[src/rtl/song_rom_arbiter.sv]
// Round-robin arbiter sharing one single-port song ROM between N_REQ voice sequencers.
// Issues one read per cycle and routes each returned word to the requester that issued it.
module song_rom_arbiter #(
    parameter int N_REQ       = 4,
    parameter int ADDR_W      = 8,
    parameter int DATA_W      = 16,
    parameter int ROM_LATENCY = 1
) (
    input  logic                    i_clk,
    input  logic                    i_rst,
    input  logic [N_REQ-1:0]        i_req,
    input  logic [N_REQ*ADDR_W-1:0] i_addr,
    output logic [N_REQ-1:0]        o_gnt,
    output logic [N_REQ-1:0]        o_rvalid,
    output logic [DATA_W-1:0]       o_rdata,
    output logic                    o_rom_en,
    output logic [ADDR_W-1:0]       o_rom_addr,
    input  logic [DATA_W-1:0]       i_rom_data
);

    localparam int PTR_W = $clog2(N_REQ);

    logic [PTR_W-1:0]                    r_ptr;
    logic [ROM_LATENCY-1:0]              r_pv;
    logic [ROM_LATENCY-1:0][PTR_W-1:0]   r_pid;
    logic [N_REQ-1:0]                    r_rvalid;
    logic [DATA_W-1:0]                   r_rdata;

    logic                                w_any;
    logic                                w_issue;
    logic [PTR_W-1:0]                    w_win;

    // Scan requesters starting at the pointer, wrapping past N_REQ-1 to 0.
    always_comb begin
        int unsigned k;
        k     = 0;
        w_any = 1'b0;
        w_win = '0;
        for (int unsigned i = 0; i < N_REQ; i++) begin
            k = 32'(r_ptr) + i;
            if (k >= N_REQ) begin
                k = k - N_REQ;
            end
            if (!w_any && i_req[k]) begin
                w_any = 1'b1;
                w_win = PTR_W'(k);
            end
        end
    end

    assign w_issue    = w_any && !i_rst;
    assign o_gnt      = w_issue ? (N_REQ'(1) << w_win) : '0;
    assign o_rom_en   = w_issue;
    assign o_rom_addr = w_issue ? i_addr[32'(w_win)*ADDR_W +: ADDR_W] : '0;

    always_ff @(posedge i_clk) begin
        if (i_rst) begin
            r_ptr <= '0;
        end else if (w_issue) begin
            r_ptr <= (w_win == PTR_W'(N_REQ - 1)) ? '0 : w_win + 1'b1;
        end
    end

    // Valid+id pipe mirrors the ROM latency so returns line up with i_rom_data.
    always_ff @(posedge i_clk) begin
        if (i_rst) begin
            r_pv  <= '0;
            r_pid <= '0;
        end else begin
            r_pv[0]  <= w_issue;
            r_pid[0] <= w_win;
            for (int unsigned i = 1; i < ROM_LATENCY; i++) begin
                r_pv[i]  <= r_pv[i-1];
                r_pid[i] <= r_pid[i-1];
            end
        end
    end

    always_ff @(posedge i_clk) begin
        if (i_rst) begin
            r_rvalid <= '0;
            r_rdata  <= '0;
        end else begin
            r_rvalid <= r_pv[ROM_LATENCY-1] ? (N_REQ'(1) << r_pid[ROM_LATENCY-1]) : '0;
            if (r_pv[ROM_LATENCY-1]) begin
                r_rdata <= i_rom_data;
            end
        end
    end

    assign o_rvalid = r_rvalid;
    assign o_rdata  = r_rdata;

endmodule

[config.mk]
export PLATFORM = sky130hd
export DESIGN_NAME = song_rom_arbiter
export DESIGN_NICKNAME = d
export VERILOG_FILES = /design/src/rtl/song_rom_arbiter.sv
export SDC_FILE = /design/constraint.sdc
export NUM_CORES = 1
export LEC_CHECK = 0
export ABC_AREA = 1
export BUFFER_PORTS_ARGS = -buffer_cell sky130_fd_sc_hd__buf_2
export CORE_ASPECT_RATIO = 0.8
export CORE_MARGIN = 4
export CORE_UTILIZATION = 49
export DETAILED_ROUTE_END_ITERATION = 6
export PLACE_DENSITY = 0.9
export SYNTH_ARGS = -nofsm -noshare
export SYNTH_HDL_FRONTEND = slang
export SYNTH_SLANG_ARGS = --single-unit
[constraint.sdc]
create_clock -name i_clk -period 5.3 [get_ports i_clk]
set_input_delay 1.59 -clock i_clk [delete_from_list [all_inputs] [get_ports i_clk]]
set_output_delay 1.59 -clock i_clk [all_outputs]
set_load 0.005 [all_outputs]
* Word level (Yosys, flattened, before mapping)
Index checks and enable logic that the tools add are counted.
** Storage, ports and cells
- Output and inout port bits :: 33
- Logic and storage cells :: 58
- Bits in registers :: 25
- Input port bits :: 54
** Operators by class
- Order comparisons :: 8
- Reduce and logical (&&, ||, !) cells :: 9
- Add/sub/neg operators :: 8
- Shift operators :: 3
- Multiplexer cells :: 23
- Bitwise operators :: 1
- Equal/unequal tests :: 1
** Operators by type and width (count)
- 32-bit by 3-bit less-than comparator with 1-bit output (second input constant) :: 4
- 32-bit two-way mux :: 4
- 32-bit by 6-bit indexed part select with 8-bit output :: 1
- 3-bit by 3-bit subtractor with 4-bit output (second input constant) :: 3
- 2-bit two-way mux :: 5
- 3-bit >= comparator (second input constant) :: 3
- 1-bit binary-select mux with 2-bit select :: 4
- 1-bit two-way mux :: 8
- 8-bit two-way mux :: 1
- 1-bit by 2-bit << shifter with 4-bit output (first input constant) :: 2
- 2-bit by 2-bit adder with 3-bit output (second input constant) :: 2
- 1-bit logical AND :: 4
- 1-bit logical NOT :: 4
- 4-bit two-way mux :: 1
- 2-bit by 3-bit subtractor with 4-bit output (second input constant) :: 1
- 2-bit by 1-bit adder with 3-bit output (second input constant) :: 1
- 2-bit by 3-bit >= comparator with 1-bit output (second input constant) :: 1
- 2-bit by 1-bit adder with 2-bit output (second input constant) :: 1
- 2-bit equality test (second input constant) :: 1
- 2-bit OR reduction :: 1
- 1-bit NOT :: 1

* Depth between registers and ports, before layout
- Word-level depth :: 16
- Mapped depth :: 15
- Depth with buffers taken out :: 13

* Least setup slack after synthesis
No wires, ideal clock.
- Kind :: input -> output
- Start point :: input port i_req[3]
- End point :: output port o_gnt[1]
- Path buffers :: 1
- Cell stages on the path :: 12
- Data arrival time :: 2.759 ns
- Path slack :: 0.951 ns
- Required time :: 3.710 ns
- Cells stage by stage :: inv_1 > nand2_1 > nand3_1 > nand2_2 > nor2_4 > nand3_4 > nand3_4 > buf_8 > inv_2 > ha_1 > inv_1 > nor2_1
** On the way
- Longest elaborated chain between the ends :: 14
- Elaborated cells between the ends (all ways) :: 25
** Ends and longest elaborated chain
- from (decl) :: RTL line 11 : input logic [N_REQ-1:0] i_req,
- 1-bit binary-select mux with 2-bit select :: RTL line 44 : if (!w_any && i_req[k]) begin
- 1-bit two-way mux (not written as such) :: RTL line 44
- 1-bit two-way mux :: RTL line 44
- 1-bit logical NOT :: RTL line 44
- 1-bit logical AND :: RTL line 44
- 1-bit two-way mux :: RTL line 44
- 1-bit logical NOT :: RTL line 44
- 1-bit logical AND :: RTL line 44
- 1-bit two-way mux :: RTL line 44
- 1-bit logical NOT :: RTL line 44
- 1-bit logical AND :: RTL line 44
- 2-bit two-way mux (*) :: RTL line 44
- via w_win[0] :: RTL line 31 : logic [PTR_W-1:0] w_win;
- 1-bit by 2-bit << shifter with 4-bit output (*) :: RTL line 52 : assign o_gnt = w_issue ? (N_REQ'(1) << w_win) : '0;
- 4-bit two-way mux (*) :: RTL line 52
- to (decl) :: RTL line 13 : output logic [N_REQ-1:0] o_gnt,
Mark *: on every way through the listed nets, which the timed path passes. The rest lies on a longest branch. The select of a mux whose other input is x is not followed.

* Worst setup path in the final report
- Start point :: input port i_req[1]
- End point :: output port o_gnt[3]
The elaborated chain is that of the path after synthesis.

==> results.txt <==
- Pin slew with the least headroom to its limit: 0.5111 ns
* Maximum fanout along the worst path: 20
* Final Setup Violations: 0
- The first global-routing pass estimated 6.872 mm of wire.
* Worst IR drop on VDD: 0.2145 mV
- Total of cells resized after clock tree synthesis: 0
- Total gr overflow: 0
* CTS clock-pin slew for the worst setup and hold paths: 0.09 ns
- Non-filler instance count after layout: 386
- Number of unique standard cell types used by synthesis: 25
- The congestion estimate from routability-driven global placement came to 0.8370.
- Cell Pwr Density: 484.2 nW/µm²
- For this block, the via count after detailed routing is 1893.
- The worst register-to-register path has a setup slack of 2.80 ns.
* Syn Std Cell Area: 1657 µm²
- Number of buffer cells added on primary ports: 86
* Final hold violations: 0
* FF-to-FF path depth: 10
* Share of layout cells above drive strength 1: 29.77%
- After the first detailed-routing iteration, the DRC count stood at 159.
- Startpoint of the lowest-slack register-to-register path: r_ptr[0]$_SDFFE_PP0P_
- For the finished layout, the period the worst path requires is 4.942 ns.
* Hold-fix buffers, CTS: 0
- Ratio of final minimum period to clock period: 93.24%
- CP dominant cell by count: sky130_fd_sc_hd__inv_1
- Post-Route WL: 4.329 mm
- Die outline area: 4381 µm²
* # clock sinks: 25
- Synth Instances: 266
* WHS Endpoint: o_rvalid[2]$_SDFF_PP0_
* Initial core utilization: 52.17%
- CTS Root Cell: sky130_fd_sc_hd__clkbuf_8
* Final worst clock skew: 0.004615 ns
- The clock passes through at most 2 buffers.
- Cell-by-cell listing of the critical path: buf_2, inv_1, nand2_1, nand3_1, nand2_2, inv_1, nand3_2, nand3_4, inv_2, ha_1, inv_1, nor2_1, buf_2
- Part of the Yosys area used for sequential elements: 30.21%
* Endpoint type of the worst setup path: output port
- Along the worst hold path, the cell count comes to 1.
- The wire-length estimate of the detail-placed layout is 3.395 mm.
* Synthesis-to-layout area growth: 28.10%
- Summing the areas of all xor and xnor instances in the mapped netlist gives 0% of the synthesized area.
* CTS HTree Levels: 1
- For the worst-skew pair, the clock arrives at the later sink with an insertion delay of 0.27 ns.
* Reg-to-reg critical path endpoint: r_ptr[1]$_SDFFE_PP0P_
- RSZ-0062 raised after global routing: no
- Detailed-routing iteration count for the pre-antenna-repair pass: 4
- For this run, design rule violations remaining after detail routing come to 0.
* Mean instance size in the synthesized netlist: 6.228 µm²
- Run status: completed
- In this run the core area contains 18 standard-cell rows.
- For this design the static power due to leakage is 1.281 nW.
- In the layout the commonest cells are 86 x sky130_fd_sc_hd__buf_2, 52 x sky130_fd_sc_hd__nand2_1, 50 x sky130_fd_sc_hd__inv_1, 42 x sky130_fd_sc_hd__nor2_1, 25 x sky130_fd_sc_hd__dfxtp_1.
- Simple-gate share of the synthesized area: 40.33%
* Post-Route Setup TNS: 0 ns
* TritonCTS clock tree: built
- The worst hold path belongs to the class flop to flop.
- Required time at the worst-slack endpoint: 3.71 ns
- Largest family of logic cells by synthesized area: simple AND/OR/NAND/NOR gates
- During I/O placement, the number of pins put on the boundary was 87.
- Antenna violations before repair: 0
* Kind of start point of the critical path: input port
- The final count of pins violating max slew came to 0.
- In this run the vertical extent of the chip is 60.01 µm.
- The Yosys step of the flow raised 0 warnings.
* Signal arrival time at the worst endpoint: 3.35 ns
* GR Util All Layers: 19.21%
- The repair_antennas step left the layout with diodes totalling 0.
- Largest net degree at the start of global routing: 21
- Area of the core: 3176 µm²
- Summing internal, switching and leakage power gives 1.027 mW.
- Achievable clock frequency: 202.4 MHz
- Kind of cell with the highest combined delay on the critical path: simple AND/OR/NAND/NOR gates
* Mux cell area share after synthesis: 0%
- Headroom to the max-slew limit came out at 65.88%.
* Total clock buffers created by CTS: 3
- Dividing the detail-routed wire length by the instance count gives 11.22 µm.
- Fin util: 66.82%
- Leaving out fill and tap cells, the most frequent cell in the layout is sky130_fd_sc_hd__buf_2.
- CP max stage cell: sky130_fd_sc_hd__nand3_4
- Together, buffers and inverters on the worst path number 6.
* Launch point of the worst hold path: r_pid[0]$_SDFF_PP0_
- The tool flagged a number of max-cap violations equal to 0.
- After the last flow step, the layout net total stands at 405.
* Share of the synthesized area in compound gates (AO/OA/AOI/OAI): 9.215%
* Placed Cells incl. Taps: 382
- Flip-flop and latch count after synthesis: 25
- The critical path is of the input port to output port type.
- Fill cells in the final layout number 292.
- The via count of the first global-routing pass came to 1653.
- Via-per-instance ratio: 4.904
- Once detail routing completed, the nets flagged for antenna violations numbered 0.
- Of the total synthesized cell area, the portion taken by full adders, half adders and majority gates is 3.021%.
- Counting every net in the synthesized netlist gives 324.
- The die is 73.01 µm wide.
- CP peak stage delay: 0.36 ns
* Post-CTS Repair Setup Buffers: 0
==> final cells by class <==
class / count / area (µm²) / area share (%)
clock buffers: 3 / 41.29 / 1.946
clock inverters: 1 / 7.507 / 0.3538
inverters: 53 / 206.4 / 9.729
multi-input cells: 176 / 870.8 / 41.04
flip-flops and latches: 25 / 500.5 / 23.58
well taps: 40 / 50.05 / 2.358
repair buffers: 88 / 445.4 / 20.99
==> Yosys cell counts <==
| library cell | n | area share [%] |
|---|---|---|
| sky130_fd_sc_hd__inv_2 | 1 | 0.23 |
| sky130_fd_sc_hd__nand4_1 | 17 | 6.4 |
| sky130_fd_sc_hd__nand3_4 | 2 | 2.1 |
| sky130_fd_sc_hd__nand2_4 | 1 | 0.68 |
| sky130_fd_sc_hd__o21ai_0 | 18 | 5.4 |
| sky130_fd_sc_hd__inv_1 | 50 | 11 |
| sky130_fd_sc_hd__buf_8 | 1 | 0.91 |
| sky130_fd_sc_hd__o21ai_1 | 1 | 0.30 |
| sky130_fd_sc_hd__nand3_1 | 23 | 6.9 |
| sky130_fd_sc_hd__nand2_2 | 3 | 1.1 |
| sky130_fd_sc_hd__dfxtp_1 | 25 | 30 |
| sky130_fd_sc_hd__a211oi_2 | 1 | 0.76 |
| sky130_fd_sc_hd__ha_1 | 4 | 3.0 |
| sky130_fd_sc_hd__buf_4 | 1 | 0.45 |
| sky130_fd_sc_hd__nand2_1 | 52 | 12 |
| sky130_fd_sc_hd__nor2_4 | 1 | 0.68 |
| sky130_fd_sc_hd__buf_6 | 2 | 1.4 |
| sky130_fd_sc_hd__clkinv_1 | 1 | 0.23 |
| sky130_fd_sc_hd__buf_2 | 3 | 0.91 |
| sky130_fd_sc_hd__nand3_2 | 1 | 0.60 |
| sky130_fd_sc_hd__inv_8 | 1 | 0.68 |
| sky130_fd_sc_hd__nor2_1 | 42 | 9.5 |
| sky130_fd_sc_hd__a21oi_1 | 9 | 2.7 |
| sky130_fd_sc_hd__clkbuf_1 | 5 | 1.1 |
| sky130_fd_sc_hd__nand3b_1 | 1 | 0.45 |
==> state kept, by name (all words and copies together) (netlist names) <==
name      cells
r_ptr         2
r_pv          1
o_rdata      16
r_pid         2
o_rvalid      4
==> worst max path at each step <==
stage                  start  endpoint  slack [ns]  cells past startpoint
global route        i_req[1]  o_gnt[3]        0.17                     13
detailed placement  i_req[1]  o_gnt[3]        0.38                     13
floorplan           i_req[3]  o_gnt[1]        0.95                     12
global placement    i_req[3]  o_gnt[3]        0.44                     13
CTS                 i_req[1]  o_gnt[3]        0.38                     13
finish              i_req[1]  o_gnt[3]        0.36                     13
==> stage by stage <==
stage / setup WS (ns) / hold slack (ns) / area (µm²)
6_report: 0.3582 / 0.4444 / 2122
5_1_grt: 0.1660 / 0.4669 / 2122
4_1_cts: 0.3800 / 0.4458 / 2122
3_5_place_dp: 0.3758 / 0.4276 / 2073
3_3_place_gp: 0.4382 / 0.4229 / 2073
2_1_floorplan: 0.9511 / 0.4136 / 1657
==> per-layer routing <==
metal,GRT usage [%],vias to the layer above,wire [µm]
met1,25.58,819,1920
met2,32.87,81,2096
met4,3.158,0,38
met3,3.529,4,273
met5,0,-,0
li1,-,989,-
==> power by group <==
group | switching (mW) | total (mW) | internal, mW
Clock | 0.0603 | 0.114 | 0.0532
Sequential | 0.0338 | 0.259 | 0.225
Combinational | 0.414 | 0.655 | 0.241
==> cell families (layout without fill, tap and decap cells) <==
group                      after synthesis  after routing
buffers and inverters                   65            145
adders and majority gates                4              4
and+or+nand+nor                        143            143
DFF                                     25             25
AOI/OAI and AO/OA                       29             29
Note: power is estimated with default switching activity, not from simulation.
